### src/rtl/pic_pkg.sv
// Shared constants and ring-priority helpers for the PIC
// request/in-service stage.
package pic_pkg;

  localparam int NUM_IR = 8;

  typedef logic [NUM_IR-1:0] ir_vec_t;
  typedef logic [2:0]        ir_idx_t;

  function automatic ir_vec_t rotl(
    input ir_vec_t v,
    input ir_idx_t n
  );
    logic [2*NUM_IR-1:0] w;
    w = {v, v} << n;
    return w[2*NUM_IR-1:NUM_IR];
  endfunction

  function automatic ir_vec_t rotr(
    input ir_vec_t v,
    input ir_idx_t n
  );
    logic [2*NUM_IR-1:0] w;
    w = {v, v} >> n;
    return w[NUM_IR-1:0];
  endfunction

  function automatic ir_vec_t lsb_onehot(
    input ir_vec_t v
  );
    return v & (~v + ir_vec_t'(1));
  endfunction

  function automatic ir_idx_t onehot_idx(
    input ir_vec_t v
  );
    ir_idx_t idx;
    idx = '0;
    for (int i = 0; i < NUM_IR; i++) begin
      if (v[i]) idx = idx | ir_idx_t'(i);
    end
    return idx;
  endfunction

  // rank 0 is the IR just above the rotate point
  function automatic ir_idx_t rank(
    input ir_vec_t oh,
    input ir_idx_t rot
  );
    ir_idx_t r;
    r = onehot_idx(oh) - rot - 3'd1;
    return r;
  endfunction

endpackage

### src/rtl/pic_priority_resolver.sv
// Picks the highest-priority set bit of a vector on the
// rotating ring, returned one-hot.
module pic_priority_resolver
  import pic_pkg::*;
(
  input  logic [7:0] vector,
  input  logic [2:0] rotate,
  output logic [7:0] onehot
);

  ir_idx_t shamt;
  ir_vec_t aligned;

  // align top priority to bit 0, take lowest set, rotate back
  always_comb begin
    shamt   = rotate + 3'd1;
    aligned = rotr(vector, shamt);
    onehot  = rotl(lsb_onehot(aligned), shamt);
  end

endmodule

### src/rtl/pic_irq_priority.sv
// 8259 IRR / ISR stage: sync, request latch, priority
// resolution, INT generation and INTA sequencing.
module pic_irq_priority
  import pic_pkg::*;
#(
  parameter int SYNC_STAGES = 2
) (
  input  logic       clk,
  input  logic       reset_n,
  input  logic [7:0] ir_in,
  input  logic       init_clear,
  input  logic       level_edge_triggered,
  input  logic [7:0] int_mask,
  input  logic [7:0] clear_irr,
  input  logic [7:0] eoi,
  input  logic [2:0] priority_rotate,
  input  logic       auto_eoi,
  input  logic       ack_first,
  input  logic       ack_second,
  output logic       int_req,
  output logic [7:0] irr,
  output logic [7:0] in_service_reg,
  output logic [7:0] highest_level_in_service,
  output logic [7:0] acknowledge_interrupt,
  output logic [2:0] ack_vector_id,
  output logic       ack_active
);

  logic [SYNC_STAGES-1:0][7:0] sync_q, sync_d;
  ir_vec_t sync_ir;
  ir_vec_t prev_q, prev_d;
  ir_vec_t irr_q, irr_d;
  ir_vec_t isr_q, isr_d;
  ir_vec_t ack_q, ack_d;
  logic    act_q, act_d;
  logic    spur_q, spur_d;
  logic    int_q, int_d;

  ir_vec_t req;
  ir_vec_t cand;
  ir_vec_t isr_top;
  ir_vec_t rise;
  ir_vec_t grant_mask;
  logic    grant;
  logic    finish;
  logic    preempt;

  assign sync_ir = sync_q[SYNC_STAGES-1];
  assign req     = irr_q & ~int_mask;

  pic_priority_resolver u_req_res (
    .vector (req),
    .rotate (priority_rotate),
    .onehot (cand)
  );

  pic_priority_resolver u_isr_res (
    .vector (isr_q),
    .rotate (priority_rotate),
    .onehot (isr_top)
  );

  // next-state for sync chain, IRR, ISR, INTA sequence and INT
  always_comb begin
    sync_d     = {sync_q[SYNC_STAGES-2:0], ir_in};
    grant      = ack_first & ~act_q;
    finish     = ack_second & act_q;
    rise       = sync_ir & ~prev_q;
    grant_mask = grant ? cand : '0;
    prev_d     = sync_ir;
    ack_d      = ack_q;
    act_d      = act_q;
    spur_d     = spur_q;

    if (level_edge_triggered) begin
      irr_d = sync_ir & ~clear_irr;
    end else begin
      irr_d = (irr_q | rise) & ~clear_irr & ~grant_mask;
    end

    isr_d = isr_q & ~eoi;

    if (grant) begin
      act_d = 1'b1;
      unique case (1'b1)
        (cand != '0): begin
          isr_d  = isr_d | cand;
          ack_d  = cand;
          spur_d = 1'b0;
        end
        default: begin
          ack_d  = 8'h80;
          spur_d = 1'b1;
        end
      endcase
    end

    if (finish) begin
      act_d = 1'b0;
      if (auto_eoi && !spur_q) isr_d = isr_d & ~ack_q;
    end

    preempt = (isr_q == '0) ||
              (rank(cand, priority_rotate) <
               rank(isr_top, priority_rotate));
    int_d   = !act_d && (cand != '0) && preempt;

    if (init_clear) begin
      irr_d  = '0;
      isr_d  = '0;
      ack_d  = '0;
      act_d  = 1'b0;
      spur_d = 1'b0;
      prev_d = '0;
      int_d  = 1'b0;
    end
  end

  // state registers
  always_ff @(posedge clk or negedge reset_n) begin
    if (!reset_n) begin
      sync_q <= '0;
      prev_q <= '0;
      irr_q  <= '0;
      isr_q  <= '0;
      ack_q  <= '0;
      act_q  <= 1'b0;
      spur_q <= 1'b0;
      int_q  <= 1'b0;
    end else begin
      sync_q <= sync_d;
      prev_q <= prev_d;
      irr_q  <= irr_d;
      isr_q  <= isr_d;
      ack_q  <= ack_d;
      act_q  <= act_d;
      spur_q <= spur_d;
      int_q  <= int_d;
    end
  end

  assign int_req                  = int_q;
  assign irr                      = irr_q;
  assign in_service_reg           = isr_q;
  assign highest_level_in_service = isr_top;
  assign acknowledge_interrupt    = ack_q;
  assign ack_vector_id            = onehot_idx(ack_q);
  assign ack_active               = act_q;

endmodule

### config.mk
export PLATFORM = sky130hd
export DESIGN_NAME = pic_irq_priority
export DESIGN_NICKNAME = d
export VERILOG_FILES = /design/src/rtl/pic_pkg.sv /design/src/rtl/pic_priority_resolver.sv /design/src/rtl/pic_irq_priority.sv
export SDC_FILE = /design/constraint.sdc
export NUM_CORES = 1
export LEC_CHECK = 0
export ABC_CLOCK_PERIOD_IN_PS = 3550
export CORE_MARGIN = 4
export CORE_UTILIZATION = 45
export CTS_CLUSTER_DIAMETER = 50
export DETAILED_ROUTE_END_ITERATION = 8
export GPL_TIMING_DRIVEN = 0
export PLACE_DENSITY_LB_ADDON = 0.08
export SYNTH_ARGS = -nofsm -noshare
export SYNTH_HDL_FRONTEND = slang
export SYNTH_HIERARCHICAL = 1
export SYNTH_SLANG_ARGS = --single-unit
export TNS_END_PERCENT = 50
### constraint.sdc
create_clock -name clk -period 3.55 [get_ports clk]
set_input_delay 0.5325 -clock clk [delete_from_list [all_inputs] [get_ports clk]]
set_output_delay 0.5325 -clock clk [all_outputs]
set_load 0.02 [all_outputs]
==> impl_metrics.py <==
metrics = {
    "power_and_ir_drop": {
        "reported_net_switching_power_w": 0.000607,
        "p_leak_nw": 2.19,
        "p_seq_share_pct": 36.0,
        "power.switching_fraction_pct": 34.6,
        "p_clk_share_pct": 18.3,
        "intPower_w": 0.00115,
        "power.share.combinational_pct": 45.8,
        "power.density_cell_area_mw_per_mm2": 326,
        "ir_worst_vdd_v": 0.000317,
    },
    "critical_path": {
        "worst_setup_end_kind": "register",
        "r2r_cells": 16,
        "criticalPathCategory": "in -> reg",
        "timing.critical_path.arrival_ps": 4330,
        "launch_instance_of_the_worst_register_to_register_path": "irr[0]$_DFF_PN0_",
        "regToRegSetupSlack_ps": -410,
        "critical_path_required_ps": 3780,
        "crit_fanout": 5,
        "r2r-end": "int_req$_DFF_PN0_",
        "cp-start-kind": "input pin",
    },
    "place": {
        "place_hpwl_mm": 8.16,
        "dp_worst_setup_slack_ps": -1790,
        "gp_congestion": 0.916,
        "post-place-cells": 558,
        "numPortBuffers": 77,
    },
    "synthesis": {
        "yosys_register_bits": 51,
        "synth.cells.most_frequent": "51 x sky130_fd_sc_hd__dfrtp_1, 41 x sky130_fd_sc_hd__nand2_1, 26 x sky130_fd_sc_hd__mux2i_1",
        "seq_area_frac_synth_pct": 35.2,
        "synth_top_area_cell": "sky130_fd_sc_hd__dfrtp_1",
        "syn_avg_cell_area_um2": 9.59,
        "synth_most_common_cell": "sky130_fd_sc_hd__dfrtp_1",
        "syn_nets": 428,
        "number_of_flops_mapped_to_enable_cells_by_yosys": 0,
        "postSynth.asyncResetShare_pct": 100,
        "netlist_instances": 378,
        "synth.cell_area_mm2": 0.00363,
        "netlist_top_cells_area": "sky130_fd_sc_hd__dfrtp_1 35%, sky130_fd_sc_hd__mux2i_1 7.2%, sky130_fd_sc_hd__nand2_1 4.2%",
        "netlist.area_leader.share_pct": 35.2,
        "yosys_warnings": 6,
        "count_of_cell_types_in_the_netlist": 54,
        "ys_dominant_reg_cell": "sky130_fd_sc_hd__dfrtp_1",
    },
    "final_layout": {
        "fillCellCount": 605,
        "final_util_pct": 69.4,
        "antennaDiodeCount": 0,
        "fin_nets": 539,
        "layoutNonFillerInstCount": 592,
        "layout-drive-gt1-share_pct": 30.0,
        "synthToLayoutAreaGrowth_pct": 48.8,
    },
    "sta": {
        "setup_viol_count_final": 2,
        "worstMarginPinSlew_ps": 554,
        "rsz_0062_raised_after_global_routing": "true",
        "hold_slack_ps": 182,
        "finalWorstPathRequiredPeriod_ps": 4090,
        "min_period_over_period_pct": 115,
        "timing.clock.skew_ps": 4.22,
        "post-route-worst-setup-slack_ps": -543,
        "final-max-slew-violation-count": 0,
        "max_freq_ghz": 0.244,
        "final_number_of_hold_violating_endpoints": 0,
        "setup_total_negative_slack_ps": -548,
        "max_slew_margin_pct": 62.9,
    },
    "global_route": {
        "grt_antenna_before_repair": 0,
        "grt_start_max_net_pins": 34,
        "grt_remaining_overflow": 0,
        "grt_pass1_wl_mm": 17.9,
        "globalRouteTotalUtil_pct": 22.5,
        "first_global_vias": 3417,
    },
    "clocking": {
        "number_of_buffers_inserted_by_hold_repair_at_cts": 0,
        "cts.htree.levels": 2,
        "ctsLongestPathBuffers": 2,
        "clk-insertion-delay-late_ps": 290,
        "cts.clk_slew.worst_paths_ps": 90,
        "clkSinkCount": 51,
        "cts_root_buffer": "sky130_fd_sc_hd__clkbuf_8",
        "tritoncts": "yes",
        "cts_made_buffers": 5,
    },
    "floorplan": {
        "std_cell_rows": 32,
        "floorplan.initialDensity_pct": 46.7,
        "die_x_um": 97.8,
        "count_of_pins_on_the_block_boundary": 79,
        "core_area_mm2": 0.00777,
        "dieArea_mm2": 0.00956,
        "die_height_um": 97.8,
    },
    "outcome": {
        "violations": "setup timing",
        "run_status": "finished with violations",
    },
    "route": {
        "detail_route.first_pass.iterations": 4,
        "drt_iter0_markers": 191,
        "drcViolationCount": 0,
        "detail_route.vias_per_cell": 5.84,
        "wirelength_mm": 10.9,
        "post_drt_wl_per_cell_um": 18.4,
        "route.vias.total": 3460,
        "postRouteAntennaNets": 0,
    },
    "worst_hold_path": {
        "worst_min_delay_path_class": "in -> async",
    },
    "flow_run": {
        "max-cap-violations": 0,
    },
}
[metal layers]
layer / vias up / share of wire [%] / global-route usage (%)
met5: - / 0 / 0
met4: 0 / 1.7 / 5.22
met3: 14 / 4.7 / 2.79
met2: 119 / 48 / 37.3
met1: 1696 / 45 / 31.6
li1: 1631 / - / -
[cells by family (layout without fill, tap and decap cells)]
group / after synthesis / after routing / synth area share (%)
adder cells (fa/ha/maj): 8 / 8 / 3.17
AO/OA/AOI/OAI: 91 / 91 / 19.5
multiplexers: 34 / 34 / 10.3
flip-flops: 51 / 51 / 35.2
buffers and inverters: 35 / 147 / 5.24
AND/OR/NAND/NOR: 147 / 147 / 22.5
XOR/XNOR: 12 / 12 / 4.07
[worst max-delay path by stage]
stage	startpoint	end	slack, ps	cells past startpoint
3_3_place_gp	priority_rotate[0]	int_req$_DFF_PN0_	-1790	18
3_5_place_dp	priority_rotate[0]	int_req$_DFF_PN0_	-1790	18
2_1_floorplan	priority_rotate[1]	int_req$_DFF_PN0_	-580	17
4_1_cts	priority_rotate[1]	int_req$_DFF_PN0_	-500	19
6_report	int_mask[1]	int_req$_DFF_PN0_	-540	17
5_1_grt	priority_rotate[0]	int_req$_DFF_PN0_	-660	19
[power by group through the flow]
stage | Sequential [W] | Clock, W | Combinational [W]
floorplan | 0.000650 | 0 | 0.000417
global placement | 0.000642 | 0 | 0.000626
detailed placement | 0.000643 | 0 | 0.000633
CTS | 0.000632 | 0.000329 | 0.000760
global route | 0.000636 | 0.000354 | 0.000867
finish | 0.000632 | 0.000321 | 0.000804
[layout make-up]
cell class	instances	area (µm²)	share of cell area [%]
Multi-Input combinational cell	292	2620	48.6
Sequential cell	51	1280	23.7
Timing Repair Buffer	106	1050	19.4
Buffer	18	176	3.27
Tap cell	102	128	2.37
Clock buffer	6	72.6	1.35
Inverter	15	56.3	1.04
Clock inverter	2	12.5	0.232
[per-stage QoR]
stage / area, µm² / power [W]
2_1_floorplan: 3750 / 0.00107
3_3_place_gp: 4650 / 0.00127
3_5_place_dp: 4670 / 0.00128
4_1_cts: 5220 / 0.00172
5_1_grt: 5390 / 0.00186
6_report: 5390 / 0.00176
[critical path, stage by stage]
cell and delay, ps:
sky130_fd_sc_hd__clkdlybuf4s50_1 470, sky130_fd_sc_hd__nor2b_2 60, sky130_fd_sc_hd__mux2_4 300, sky130_fd_sc_hd__or3_1 320
sky130_fd_sc_hd__a211o_1 340, sky130_fd_sc_hd__or3_4 410, sky130_fd_sc_hd__o22a_1 260, sky130_fd_sc_hd__mux2i_2 210
sky130_fd_sc_hd__or4_4 190, sky130_fd_sc_hd__ha_4 130, sky130_fd_sc_hd__fa_2 200, sky130_fd_sc_hd__xnor2_2 120
sky130_fd_sc_hd__xnor2_1 100, sky130_fd_sc_hd__ha_1 340, sky130_fd_sc_hd__a21oi_2 150, sky130_fd_sc_hd__o21ai_2 90
sky130_fd_sc_hd__a21oi_2 110
[cells in the final DEF, fill, tap and decap left out, types with 4 or more instances in the layout]
cell type,instances
sky130_fd_sc_hd__a2111oi_2,6
sky130_fd_sc_hd__a21oi_1,23
sky130_fd_sc_hd__a221o_1,5
sky130_fd_sc_hd__a221oi_1,8
sky130_fd_sc_hd__buf_12,6
sky130_fd_sc_hd__buf_2,10
sky130_fd_sc_hd__buf_4,27
sky130_fd_sc_hd__clkbuf_8,5
sky130_fd_sc_hd__clkdlybuf4s50_1,62
sky130_fd_sc_hd__dfrtp_1,51
sky130_fd_sc_hd__inv_1,13
sky130_fd_sc_hd__mux2_4,4
sky130_fd_sc_hd__mux2i_1,10
sky130_fd_sc_hd__mux2i_2,8
sky130_fd_sc_hd__mux2i_4,8
sky130_fd_sc_hd__nand2_1,39
sky130_fd_sc_hd__nand2_2,5
sky130_fd_sc_hd__nand2b_1,12
sky130_fd_sc_hd__nand3_1,14
sky130_fd_sc_hd__nand3b_1,10
sky130_fd_sc_hd__nor2_1,16
sky130_fd_sc_hd__nor2b_1,10
sky130_fd_sc_hd__nor2b_4,6
sky130_fd_sc_hd__nor4_1,4
sky130_fd_sc_hd__o21ai_0,7
sky130_fd_sc_hd__o21ai_1,9
sky130_fd_sc_hd__o32a_1,4
sky130_fd_sc_hd__or4_1,5
sky130_fd_sc_hd__xnor2_1,4
[timing repair]
action                     in CTS  in global routing
setup endpoints to repair      34                 11
setup buffers                  14                 12
gates resized for setup       114                 24
pin swaps                      24                 18
gates cloned                    2                  0
Note: power is estimated with default switching activity, not from simulation.
